[src/rtl/plaintext_block_fifo.sv]
// Assembles 32-bit plaintext words into 128-bit blocks and queues complete
// blocks in a DEPTH-entry FIFO for the cipher core.
module plaintext_block_fifo #(
  parameter int unsigned DEPTH = 4
) (
  input  logic         HCLK,
  input  logic         HRESETn,
  input  logic         pt_wen,
  input  logic [1:0]   pt_index,
  input  logic [31:0]  pt_word,
  output logic         fifo_full,
  output logic [127:0] blk_data,
  output logic         blk_valid,
  input  logic         blk_ready,
  output logic [3:0]   fifo_count,
  output logic         order_error,
  output logic         overflow_error
);

  localparam int unsigned PTR_W = (DEPTH > 1) ? $clog2(DEPTH) : 1;
  localparam int unsigned CNT_W = 4;

  logic [1:0]         exp_idx;
  logic [1:0]         exp_idx_next;
  // Lanes 0..2 only; lane 3 goes straight into the FIFO with the push.
  logic [2:0][31:0]   asm_q;
  logic [2:0][31:0]   asm_next;
  logic [PTR_W-1:0]   wr_ptr;
  logic [PTR_W-1:0]   rd_ptr;
  logic [CNT_W-1:0]   count_q;
  logic [127:0]       mem [DEPTH];

  logic in_order;
  logic lane3_wr;
  logic push;
  logic pop;
  logic ord_err_next;
  logic ovf_err_next;

  assign fifo_count = count_q;
  assign fifo_full  = (count_q == CNT_W'(DEPTH));
  assign blk_valid  = (count_q != '0);
  assign blk_data   = blk_valid ? mem[rd_ptr] : '0;

  assign in_order     = (pt_index == exp_idx);
  assign lane3_wr     = pt_wen && in_order && (pt_index == 2'd3);
  assign push         = lane3_wr && !fifo_full;
  assign ovf_err_next = lane3_wr && fifo_full;
  assign pop          = blk_valid && blk_ready;
  assign ord_err_next = pt_wen && !in_order;

  // Assembly register and expected-index sequencing.
  always_comb begin
    exp_idx_next = exp_idx;
    asm_next     = asm_q;
    if (pt_wen) begin
      if (in_order) begin
        exp_idx_next = exp_idx + 2'd1;
        case (pt_index)
          2'd0:    asm_next[0] = pt_word;
          2'd1:    asm_next[1] = pt_word;
          2'd2:    asm_next[2] = pt_word;
          default: ;
        endcase
      end else if (pt_index == 2'd0) begin
        asm_next     = '0;
        asm_next[0]  = pt_word;
        exp_idx_next = 2'd1;
      end else begin
        asm_next     = '0;
        exp_idx_next = 2'd0;
      end
    end
  end

  function automatic logic [PTR_W-1:0] ptr_inc(input logic [PTR_W-1:0] p);
    return (p == PTR_W'(DEPTH - 1)) ? '0 : p + PTR_W'(1);
  endfunction

  always_ff @(posedge HCLK or negedge HRESETn) begin
    if (!HRESETn) begin
      exp_idx        <= '0;
      asm_q          <= '0;
      wr_ptr         <= '0;
      rd_ptr         <= '0;
      count_q        <= '0;
      order_error    <= 1'b0;
      overflow_error <= 1'b0;
    end else begin
      exp_idx        <= exp_idx_next;
      asm_q          <= asm_next;
      order_error    <= ord_err_next;
      overflow_error <= ovf_err_next;
      if (push) wr_ptr <= ptr_inc(wr_ptr);
      if (pop)  rd_ptr <= ptr_inc(rd_ptr);
      count_q <= count_q + CNT_W'(push) - CNT_W'(pop);
    end
  end

  // Storage needs no reset: entries are only visible while counted.
  always_ff @(posedge HCLK) begin
    if (push) mem[wr_ptr] <= {pt_word, asm_q[2], asm_q[1], asm_q[0]};
  end

endmodule

[config.mk]
export PLATFORM = sky130hd
export DESIGN_NAME = plaintext_block_fifo
export DESIGN_NICKNAME = d
export VERILOG_FILES = /design/src/rtl/plaintext_block_fifo.sv
export SDC_FILE = /design/constraint.sdc
export NUM_CORES = 1
export LEC_CHECK = 0
export CAP_MARGIN = 25
export CORE_MARGIN = 5
export CORE_UTILIZATION = 50
export DETAILED_ROUTE_END_ITERATION = 6
export PLACE_DENSITY = 0.72
export SYNTH_ARGS = -nofsm -noshare
export SYNTH_HDL_FRONTEND = slang
export SYNTH_SLANG_ARGS = --single-unit
export TNS_END_PERCENT = 30
[constraint.sdc]
create_clock -name HCLK -period 5.6 [get_ports HCLK]
set_input_delay 1.12 -clock HCLK [delete_from_list [all_inputs] [get_ports HCLK]]
set_output_delay 1.12 -clock HCLK [all_outputs]
set_load 0.03 [all_outputs]
-- Yosys cells after proc, flatten, opt, wreduce, memory -nomap -nowiden
Memory sizes are Yosys's and may differ from the RTL's.
Index checks and enable logic that the tools add are counted.
- register bits: 108
- bits in writable memories: 512
- bits of input ports: 38
- output and inout port bits: 136
- memories: 1
- memories (memory ; depth ; width ; read ports ; clocked after memory_dff ; write ports ; line ; source):
    mem ; 4 ; 128 ; 1 ; 0 ; 1 ; 31 ; logic [127:0] mem [DEPTH];
- add/subtract/negate cells: 5
- eq/ne operators: 10
- mux-type cells: 12
- reduce and logical (&&, ||, !) cells: 13
- operators by type and width (cell ; count):
    2-to-1 mux 128 bit ; 1
    2-to-1 mux 32 bit ; 4
    2-to-1 mux 96 bit ; 1
    == test 2 bit (second input constant) ; 4
    adder 2 x 1 -> 2 bit (second input constant) ; 3
    logical AND 1 bit ; 6
    2-to-1 mux 2 bit ; 3
    != test 2 x 1 -> 1 bit (second input constant) ; 3
    AND reduction 2 bit ; 3
    adder 4 x 1 -> 4 bit ; 1
    == test 4 x 3 -> 1 bit (second input constant) ; 1
    nonzero test 4 bit ; 1
    subtractor 4 x 1 -> 4 bit ; 1
    2-to-1 mux 1 bit ; 3
    == test 2 x 1 -> 1 bit (second input constant) ; 1
    == test 2 bit ; 1
    zero test 1 bit ; 2
    zero test 2 bit ; 1

-- Depth between registers and ports, before layout
- depth after elaboration: 6
- depth in mapped cells: 12
- mapped depth without buffers: 12

-- Worst setup path before layout
OpenSTA, ideal clock, no wires.
- path type: in2reg
- from: input pt_wen
- to: memory mem[1][0] (enable)
- library setup time: 502 ps
- data arrival time: 4698 ps
- required time: 5098 ps
- path slack: 400 ps
- stages: 4
- cells stage by stage: buf_2 > nand3_1 > nor3_2 > and2_1
- word-level cells in the longest chain between the ends: 5
- RTL lines (element ; line ; source):
    start: declaration ; 8 ; input logic pt_wen,
    logical AND 1 bit (2 in a row) ; 46 ; assign lane3_wr = pt_wen && in_order && (pt_index == 2'd3);
    logical AND 1 bit ; 47 ; assign push = lane3_wr && !fifo_full;
    2-to-1 mux 1 bit ; 102 ; if (push) mem[wr_ptr] <= {pt_word, asm_q[2], asm_q[1], asm_q[0]};
    2-to-1 mux 1 bit (not written as such) ; 102 ;
    end: declaration ; 31 ;
Every way passes these cells.

-- Final worst setup path
- from: register rd_ptr[1]
- to: output blk_data[18]
- word-level cells in the longest chain between the ends: 2
- RTL lines (element ; line ; source):
    start: declaration ; 29 ; logic [PTR_W-1:0] rd_ptr;
    start signal: assignment ; 95 ; if (pop) rd_ptr <= ptr_inc(rd_ptr);
    memory (4 x 128 bit) ; - ;
    2-to-1 mux 128 bit ; 43 ; assign blk_data = blk_valid ? mem[rd_ptr] : '0;
    end: declaration ; 12 ; output logic [127:0] blk_data,
Every way passes these cells.

==> run_results.csv <==
group,metric,value,unit
logic_synthesis,syn_inst,1107,
power_and_ir_drop,switchingPower,4.32,mW
cells_and_area,final_cell_mix,"512 x edfxtp_1, 172 x clkdlybuf4s50_1, 128 x mux4_2",
grt,overflow,0,
logic_synthesis,synth_fa_ha_area_share,0.673,%
timing,fmax,221,MHz
timing,whs,0.518,ns
power_and_ir_drop,comb_power_share,34.1,%
cells_and_area,seq_area,18100,um^2
timing,worst_slew_pin_slew,1.03,ns
floorplanning,die_w,227,um
cts,cts_setup_buffers,0,
critical_path,reg2reg_slack,2.64,ns
critical_path,crit_arrival,3.41,ns
logic_synthesis,synth_flop_cell,"edfxtp_1",
routing,vias,11190,
floorplanning,core_area,46500,um^2
critical_path,slowest_delay,1.08,ns
cells_and_area,layout_commonest_cell,"edfxtp_1",
timing,worst_slack,1.07,ns
routing,dr.pass1.iters,5,
cells_and_area,syn_to_final_growth,18.8,%
grt,grt_util_all_layers,19.2,%
power_and_ir_drop,p_leak,9.67,nW
cts,cts_tree,"built",
critical_path,crit_chain,"buf_4 -> mux4_2 -> nor2b_1 -> clkdlybuf4s50_1",
power_and_ir_drop,seqPwrFrac,38.6,%
grt,grt_max_degree,131,
cts,cts_root_buffer,"clkbuf_16",
cts,cts_num_sinks,620,
logic_synthesis,avgSynthCellArea,21.2,um^2
place,place_ws,1.39,ns
place,place_hpwl,28000,um
power_and_ir_drop,power.share.clock,27.3,%
grt,grt_pass1_vias,11832,
cells_and_area,drive_gt1_share,18.6,%
status,outcome,"complete, no violations",
logic_synthesis,synth_fp_nets,1157,
hold_path,hold_path_class,"reg -> reg",
critical_path,r2r-end,"mem[2][6]",
place,gp_congestion,0.709,
place,placed_area,26100,um^2
cells_and_area,finalNetCount,1357,
routing,drc,0,
critical_path,required,4.48,ns
logic_synthesis,yosys.area_share.xor_xnor,0.144,%
power_and_ir_drop,switching_share,31.8,%
cts,cts_resized,0,
cts,htreeDepth,2,
critical_path,worstSetupPathType,"reg -> out",
power_and_ir_drop,power,13.6,mW
cts,holdBufCountCts,0,
grt,antenna_found_initial,4,
logic_synthesis,synth-seq-area-share,77.1,%
cts,cts_inserted_buffers,58,
power_and_ir_drop,vdd_ir_drop_max,0.000375,V
hold_path,whs_endpoint,"mem[0][20]",
logic_synthesis,synth.cell_area,23400,um^2
place,numPortBuffers,173,
place,placed_cells,1854,
cells_and_area,fin_util,59.9,%
critical_path,startpoint_type,"flop",
logic_synthesis,ys_seq_elements,620,
cells_and_area,fin_cells,1961,
routing,wire_per_inst,24.7,um
floorplanning,dieArea,51300,um^2
floorplanning,rows,79,
critical_path,cpMaxStageDelayCell,"dfrtp_4",
floorplanning,die_height,227,um
logic_synthesis,synth_compound_area_share,3.94,%
critical_path,crit_start,"rd_ptr[1]",
routing,antenna_left,0,
timing,grt_setup_unrepaired,"no",
routing,wl,48400,um
critical_path,r2r_start,"fifo_count[2]",
timing,final.setup_skew,0.0169,ns
floorplanning,start_util,50.5,%
hold_path,min_from,"asm_q[20]",
power_and_ir_drop,power.density,489,nW/um^2
routing,viasPerCell,5.71,
logic_synthesis,synth_mux_area_share,12.6,%
cells_and_area,fill_cells,3347,
logic_synthesis,ys_types,35,
cts,clkTransAtPathRegs,0.06,ns
cells_and_area,n_antenna_cell,0,
timing,max_slew_margin,31.5,%
floorplanning,io_pins,174,
timing,hold_violations,0,
cts,clock_path_buffers,3,
timing,layout_min_cycle_time,4.53,ns
logic_synthesis,async_reset_ff_share,17.4,%
logic_synthesis,synth_warnings,0,
cts,insertion_delay,0.61,ns
logic_synthesis,synth_top_family_by_area,"multiplexers",
timing,post-route-period-util,80.8,%
routing,drt_iter0_markers,868,
timing,slew_viol_final,0,
hold_path,hold_path_depth,0,
critical_path,endpoint_kind,"output port",
critical_path,cp_max_fo,63,
timing,setup-tns-final,0,ns
grt,grt_pass1_wl,74300,um
logic_synthesis,synth-simple-area-share,4.03,%
logic_synthesis,synth-edff-count,512,
cells_and_area,multi_input_area,5070,um^2
timing,final-setup-viol-count,0,
job,maxCapViolCount,0,
critical_path,reg2reg_depth,6,
cells_and_area,postLayoutCellArea,27800,um^2
power_and_ir_drop,p_int,9.29,mW
## final cells by class
class / instances / share of cell area [%]
flip-flops and latches: 620 / 65.0
inverters: 16 / 0.216
multi-input cells: 408 / 18.2
repair buffers: 203 / 7.44
well taps: 607 / 2.73
clock buffers: 85 / 5.69
clock inverters: 22 / 0.737
## sequential cells by signal (all words and copies together) (netlist names)
name / cells
mem: 512
exp_idx: 2
overflow_error: 1
asm_q: 96
rd_ptr: 2
wr_ptr: 2
fifo_count: 4
order_error: 1
## worst max-delay path by stage
| stage | endpoint | slack [ns] | cells after the start |
|---|---|---|---|
| 2_1_floorplan | mem[1][0] | 0.40 | 4 |
| 6_report | blk_data[18] | 1.07 | 4 |
| 3_3_place_gp | mem[2][9] | 1.46 | 5 |
| 5_1_grt | blk_data[18] | 0.95 | 4 |
| 3_5_place_dp | mem[2][105] | 1.39 | 5 |
| 4_1_cts | blk_data[18] | 1.03 | 4 |
## layer usage
metal,track usage [%],vias up,part of all wire (%)
met5,0,-,0.097
met4,5.24,8,2.4
met3,3.79,73,5.8
met2,31.3,322,50
met1,27.1,5915,42
li1,-,4872,-
## cells by family (layout without fill, tap and decap cells)
kind of cell             after synthesis  in the layout
AO/OA/AOI/OAI                        106            106
XOR/XNOR                               3              3
adder cells (fa/ha/maj)               12             12
buffers and inverters                 79            326
flip-flops                           620            620
multiplexers                         134            134
AND/OR/NAND/NOR                      153            153
## critical path: cells and delay by family (launching register included)
| kind | cells | cell delay [ns] |
|---|---|---|
| buffers and inverters | 2 | 1.15 |
| multiplexers | 1 | 0.22 |
| flip-flops | 1 | 1.08 |
| AND/OR/NAND/NOR | 1 | 0.29 |
## power by group through the flow
stage	logic (mW)	clock network (mW)	registers (mW)
4_1_cts	4.75	3.78	5.27
3_5_place_dp	4.73	0	5.36
2_1_floorplan	3.05	0	5.21
3_3_place_gp	4.73	0	5.35
5_1_grt	4.93	3.96	5.28
6_report	4.65	3.71	5.26
## synth_stat cells (4+ instances only)
cell | instances | area (um^2)
edfxtp_1 | 512 | 15400
mux4_2 | 128 | 2880
nor2b_1 | 127 | 795
dfrtp_1 | 108 | 2700
a22o_1 | 94 | 823
clkbuf_1 | 23 | 86.3
buf_2 | 19 | 95.1
inv_1 | 16 | 60.1
buf_1 | 11 | 41.3
ha_1 | 11 | 138
buf_4 | 9 | 67.6
and2_1 | 6 | 37.5
nor2_1 | 5 | 18.8
and2b_1 | 4 | 30.0
mux2_2 | 4 | 45.0
Power figures use the tool's default switching activity.
